`src/rtl/fpga_carry_pkg.sv`:
```
// Shared types and sizing helpers for the pipelined carry-chain adder.
package fpga_carry_pkg;

  localparam int unsigned DEFAULT_WIDTH = 32;
  localparam int unsigned DEFAULT_SEG_W = 8;

  typedef enum logic {
    CARRY_ADD = 1'b0,
    CARRY_SUB = 1'b1
  } carry_mode_e;

  function automatic int unsigned nseg(input int unsigned width, input int unsigned seg_w);
    return width / seg_w;
  endfunction

endpackage

```
`src/rtl/fpga_carry_segment.sv`:
```
// Combinational SEG_W-bit ripple segment built from the per-bit carry cell.
module fpga_carry_segment #(
  parameter int unsigned SEG_W = 8
) (
  input  logic [SEG_W-1:0] a_i,
  input  logic [SEG_W-1:0] b_i,
  input  logic             ci_i,
  output logic [SEG_W-1:0] s_o,
  output logic             co_o,
  output logic             c_msb_in_o
);

  logic [SEG_W:0] c;

  always_comb begin
    c    = '0;
    s_o  = '0;
    c[0] = ci_i;
    for (int unsigned i = 0; i < SEG_W; i++) begin
      s_o[i]   = a_i[i] ^ b_i[i] ^ c[i];
      c[i+1]   = (a_i[i] & b_i[i]) | (c[i] & (a_i[i] ^ b_i[i]));
    end
  end

  assign co_o       = c[SEG_W];
  assign c_msb_in_o = c[SEG_W-1];

endmodule

```
`src/rtl/fpga_carry_chain_pipe.sv`:
```
// Pipelined carry-chain adder/subtractor: one SEG_W-bit ripple per stage,
// global-advance valid/ready flow control, bubbles travel with the data.
module fpga_carry_chain_pipe
  import fpga_carry_pkg::*;
#(
  parameter int unsigned WIDTH = DEFAULT_WIDTH,
  parameter int unsigned SEG_W = DEFAULT_SEG_W
) (
  input  logic             clk_i,
  input  logic             rst_ni,
  input  logic             in_valid_i,
  output logic             in_ready_o,
  input  logic [WIDTH-1:0] a_i,
  input  logic [WIDTH-1:0] b_i,
  input  logic             carry_in_i,
  input  logic             sub_i,
  output logic             out_valid_o,
  input  logic             out_ready_i,
  output logic [WIDTH-1:0] sum_o,
  output logic             carry_out_o,
  output logic             overflow_o
);

  localparam int unsigned NSEG = nseg(WIDTH, SEG_W);

  if ((WIDTH % SEG_W) != 0) begin : g_bad_param
    $error("fpga_carry_chain_pipe: WIDTH must be a multiple of SEG_W");
  end

  // Stage k holds operands, the carry into segment k and sum segments 0..k-1.
  logic [NSEG-1:0]  vld_q, vld_d;
  logic [WIDTH-1:0] a_q    [NSEG];
  logic [WIDTH-1:0] a_d    [NSEG];
  logic [WIDTH-1:0] b_q    [NSEG];
  logic [WIDTH-1:0] b_d    [NSEG];
  logic [WIDTH-1:0] s_q    [NSEG];
  logic [WIDTH-1:0] s_d    [NSEG];
  logic             c_q    [NSEG];
  logic             c_d    [NSEG];
  carry_mode_e      mode_q [NSEG];
  carry_mode_e      mode_d [NSEG];

  logic [SEG_W-1:0] seg_s  [NSEG];
  logic             seg_co [NSEG];
  logic             seg_cm [NSEG];
  logic             advance;

  for (genvar g = 0; g < NSEG; g++) begin : g_seg
    logic [SEG_W-1:0] b_eff;
    assign b_eff = b_q[g][g*SEG_W +: SEG_W] ^ {SEG_W{mode_q[g] == CARRY_SUB}};

    fpga_carry_segment #(.SEG_W(SEG_W)) u_seg (
      .a_i        (a_q[g][g*SEG_W +: SEG_W]),
      .b_i        (b_eff),
      .ci_i       (c_q[g]),
      .s_o        (seg_s[g]),
      .co_o       (seg_co[g]),
      .c_msb_in_o (seg_cm[g])
    );
  end

  assign advance    = ~vld_q[NSEG-1] | out_ready_i;
  assign in_ready_o = advance;

  always_comb begin
    vld_d = vld_q;
    for (int unsigned k = 0; k < NSEG; k++) begin
      a_d[k]    = a_q[k];
      b_d[k]    = b_q[k];
      s_d[k]    = s_q[k];
      c_d[k]    = c_q[k];
      mode_d[k] = mode_q[k];
    end
    if (advance) begin
      vld_d[0]  = in_valid_i;
      a_d[0]    = a_i;
      b_d[0]    = b_i;
      s_d[0]    = '0;
      c_d[0]    = carry_in_i ^ sub_i;
      mode_d[0] = sub_i ? CARRY_SUB : CARRY_ADD;
      for (int unsigned k = 1; k < NSEG; k++) begin
        vld_d[k]  = vld_q[k-1];
        a_d[k]    = a_q[k-1];
        b_d[k]    = b_q[k-1];
        mode_d[k] = mode_q[k-1];
        c_d[k]    = seg_co[k-1];
        s_d[k]    = s_q[k-1];
        s_d[k][(k-1)*SEG_W +: SEG_W] = seg_s[k-1];
      end
    end
  end

  always_ff @(posedge clk_i) begin
    if (!rst_ni) begin
      vld_q <= '0;
      for (int unsigned k = 0; k < NSEG; k++) begin
        a_q[k]    <= '0;
        b_q[k]    <= '0;
        s_q[k]    <= '0;
        c_q[k]    <= 1'b0;
        mode_q[k] <= CARRY_ADD;
      end
    end else begin
      vld_q <= vld_d;
      for (int unsigned k = 0; k < NSEG; k++) begin
        a_q[k]    <= a_d[k];
        b_q[k]    <= b_d[k];
        s_q[k]    <= s_d[k];
        c_q[k]    <= c_d[k];
        mode_q[k] <= mode_d[k];
      end
    end
  end

  // The top segment resolves combinationally from the last stage register.
  always_comb begin
    sum_o = s_q[NSEG-1];
    sum_o[(NSEG-1)*SEG_W +: SEG_W] = seg_s[NSEG-1];
  end

  assign out_valid_o = vld_q[NSEG-1];
  assign carry_out_o = seg_co[NSEG-1];
  assign overflow_o  = seg_co[NSEG-1] ^ seg_cm[NSEG-1];

endmodule

```
`config.mk`:
```
export PLATFORM = sky130hd
export DESIGN_NAME = fpga_carry_chain_pipe
export DESIGN_NICKNAME = d
export VERILOG_FILES = /design/src/rtl/fpga_carry_pkg.sv /design/src/rtl/fpga_carry_segment.sv /design/src/rtl/fpga_carry_chain_pipe.sv
export SDC_FILE = /design/constraint.sdc
export NUM_CORES = 1
export LEC_CHECK = 0
export CELL_PAD_IN_SITES_DETAIL_PLACEMENT = 1
export CELL_PAD_IN_SITES_GLOBAL_PLACEMENT = 2
export CORE_MARGIN = 2
export CORE_UTILIZATION = 33
export CTS_CLUSTER_DIAMETER = 200
export CTS_CLUSTER_SIZE = 14
export DETAILED_ROUTE_END_ITERATION = 8
export PLACE_DENSITY = 0.75
export SLEW_MARGIN = 20
export SYNTH_ARGS = -nofsm -noshare
export SYNTH_HDL_FRONTEND = slang
export SYNTH_SLANG_ARGS = --single-unit
export TNS_END_PERCENT = 30
```
`constraint.sdc`:
```
create_clock -name clk_i -period 4.4 [get_ports clk_i]
set_input_delay 1.1 -clock clk_i [delete_from_list [all_inputs] [get_ports clk_i]]
set_output_delay 1.1 -clock clk_i [all_outputs]
set_load 0.01 [all_outputs]
```
==> summary.md <==
| Metric | Value |
|---|---|
| Status | finished with violations |
| Violations in the final reports | setup timing |
| Top Family by Delay on Critical Path | adder cells |
| Non-filler instance count after layout | approximately 1400 |
| Max_cap viols | 0 |
| 1st-pass router iterations | 4 |
| RSZ-0062 raised after global routing | true |
| Synth-to-layout area growth | 19.1% |
| FF+latch count, synth | between 200 and 250 |
| Worst path most repeated cell | fa_2 |
| CTS H-tree depth | 1 |
| Largest net degree at the start of global routing | roughly 140 |
| CP Cell Sequence | xnor2_1 > fa_2 > fa_2 > fa_2 > fa_2 > fa_2 > fa_2 > inv_2 > fa_2 > fa_2 > buf_6 |
| Drt total wl | 20.5 mm |
| NetSw | between 900 and 1000 µW |
| Worst Path Max Fanout | 2 |
| Hold_ws | between 400 and 500 ps |
| Dpl cells | between 1000 and 1500 |
| Final WS setup | -581 ps |
| Starting DRT DRC Count | 237 |
| Slew Viols, Final | 0 |
| Total GRT Usage | 0.137 |
| Crit. End Element | output pin |
| Max Clock Freq | roughly 0.2 GHz |
| YS warnings | 0 |
| Crit share post-route | 1.13 |
| Most frequent cells in the layout | nand2_1 (278), dfxtp_1 (216), mux2i_1 (194) |
| VDD IR-drop max | 0.000255 V |
| Height of the die | roughly 170 µm |
| Clock transition at the registers of the reported paths | ~70 ps |
| Mapped Nets | 1020 |
| Share of the synthesized area in the top cell type | 0.461 |
| Dominant cells by area after synthesis | dfxtp_1 (46%), mux2i_1 (21%), nand2_1 (11%), fa_1 (6.8%), a211oi_2 (2.8%) |
| Chip Width | between 150 and 200 µm |
| Net Sw Frac | 0.236 |
| Clock network power share | 0.376 |
| Nature of the critical path startpoint | register |
| Longest Clk Path Bufs | 3 |
| DP Wirelength | roughly 14 mm |
| Routed WL per cell | between 10 and 15 µm |
| HP Class | register to register |
| P per Cell Area | 367 mW/mm² |
| CTS Buf Count | 19 |
| Worst-Margin Slew | approximately 1000 ps |
| Root Driver | clkbuf_16 |
| Most common cell after layout, fill and taps aside | nand2_1 |
| Row Count | 61 |
| Layout Nets | about 1100 |
| CTS sink cnt | 220 |
| Min Tclk post-route | 4980 ps |
| Worst Min Path Start | s_q[3][13] |
| Cells on worst reg2reg path | 12 |
| Detailed-route via count | about 6300 |
| CP max stage cell | fa_2 |
| Final Hold Vio Count | 0 |
| Hold Path Cell Cnt | 2 |
| Buf/Inv on CP | 2 |
| Worst slack, placed | -498 ps |
| Core area | 0.0279 mm² |
| Crit path largest cell delay | ~470 ps |
| Critical path arrival | 3880 ps |
| Drt drc | 0 |
| Routed Antenna Nets | 0 |
| Antenna violations before repair | 0 |
| Final Skew | ~15 ps |
| Syn Area/Cell | slightly above 10 µm² |
| Gpl congestion | 0.740 |
| Gate Count Post-Synth | 918 |
| Worst-skew pair later-pin latency | between 400 and 500 ps |
| Crit Path Category | register to output pin |
| Post-Syn Area | 0.00942 mm² |
| Number of global-route vias before repair | 6684 |
| Layout cells sized above 1 | 0.0782 |
| Vias per cell | 4.56 |
| IO Count | 106 |
| Comb pwr share | 0.102 |
| Rel. slew slack | 0.335 |
| Post-synthesis sequential area ratio | 0.471 |
| # setup viols final | 5 |
| FF-to-FF End | s_q[3][23] |
| CTS tree | yes |
| Worst R2R Setup Slack | roughly 250 ps |
| PortBufs | between 100 and 150 |
| Hold path endpoint | s_q[3][13] |
| Power Internal | 3150 µW |
| N_diodes | 0 |
| CP Data Required Time | between 3000 and 4000 ps |
| Reg power frac | 0.522 |
| Synth unique cells | 23 |
| # fillers | 3180 |
| Die area | roughly 0.03 mm² |
| Total grt overflow | 0 |
| Sequential Area | approximately 0.0044 mm² |
| First-pass GRT wire length | around 34 mm |
| Largest area contributor in the netlist | dfxtp_1 |
| Initial Util | 0.337 |
| Multi-input logic area | 0.00443 mm² |
| LEAKAGE | 0.00424 µW |
| FF-to-FF Start | b_q[0][80] |
-- synth_stat cells --
master and n:
nand2_1 278, buf_12 1, a211oi_2 21, buf_2 10, buf_6 16, nor3b_1 21, nor2b_1 1, clkbuf_1 29
nand4b_1 1, o31ai_1 1, xor2_1 6, xnor2_1 28, inv_2 1, buf_1 1, edfxtp_1 3, dfxtp_1 217
mux2i_1 194, fa_1 32, o21a_1 1, buf_4 8, inv_1 44, inv_4 1, nor3_1 3
-- worst min-delay path, delay by kind of cell (launching register included) --
| kind | cells | cell delay, ps |
|---|---|---|
| AND/OR/NAND/NOR | 1 | 50 |
| multiplexers | 1 | 50 |
| flip-flops | 1 | 310 |
-- power by group through the flow --
stage / Sequential [µW] / Combinational, µW / Clock, µW
final: 2150 / 420 / 1550
after global routing: 2160 / 471 / 1680
after CTS: 2150 / 434 / 1620
after detailed placement: 2200 / 433 / 0
after global placement: 2190 / 424 / 0
after floorplan: 2190 / 253 / 0
-- registers in the layout, indices dropped and copies added, names as in the netlist --
name / cells
c_q: 4
s_q: 48
a_q: 80
b_q: 80
vld_q: 4
mode_q: 4
-- metal layers --
| layer | routed length (µm) | track usage |
|---|---|---|
| met1 | 8860 | 0.163 |
| met2 | 10500 | 0.252 |
| met3 | 654 | 0.0248 |
| met4 | 569 | 0.0399 |
| met5 | 0 | 0 |
-- layout make-up --
type | count | share of cell area
Clock inverter | 1 | 0.00268
Inverter | 46 | 0.0156
Timing Repair Buffer | 121 | 0.106
Clock buffer | 22 | 0.0434
Sequential cell | 220 | 0.395
Multi-Input combinational cell | 587 | 0.395
Tap cell | 378 | 0.0422
-- stage by stage --
step	instance area, µm²	power (µW)	setup TNS [ps]	utilization
3_5_place_dp	10700	2630	-1440	0.383
5_1_grt	11200	4320	-2370	0.402
6_report	11200	4120	-1780	0.402
2_1_floorplan	9460	2440	-94.5	-
4_1_cts	11200	4210	-2010	0.401
3_3_place_gp	10700	2620	-1280	0.383
-- repair_timing --
action	4_1_cts	5_1_grt
hold buffers	0	0
cloned	0	0
buffers inserted	1	1
setup endpoints to repair	6	7
pin swaps	2	1
gates resized for setup	24	2
-- kinds of logic after synthesis --
family / share of synthesized area
AND/OR/NAND/NOR: 0.131
adder cells (fa/ha/maj): 0.0680
flip-flops: 0.471
AO/OA/AOI/OAI: 0.0295
multiplexers: 0.206
XOR/XNOR: 0.0316
buffers and inverters: 0.0635
-- how the worst max path moves through the flow --
stage,from,endpoint,slack (ps),cells after the start
floorplan,mode_q[0][3],overflow_o,-50,12
global placement,mode_q[0][3],sum_o[31],-460,11
detailed placement,b_q[0][120],sum_o[31],-500,11
CTS,b_q[0][120],sum_o[31],-640,11
global route,b_q[0][120],sum_o[31],-690,11
finish,b_q[0][120],sum_o[31],-580,11
Note: power is estimated with default switching activity, not from simulation.
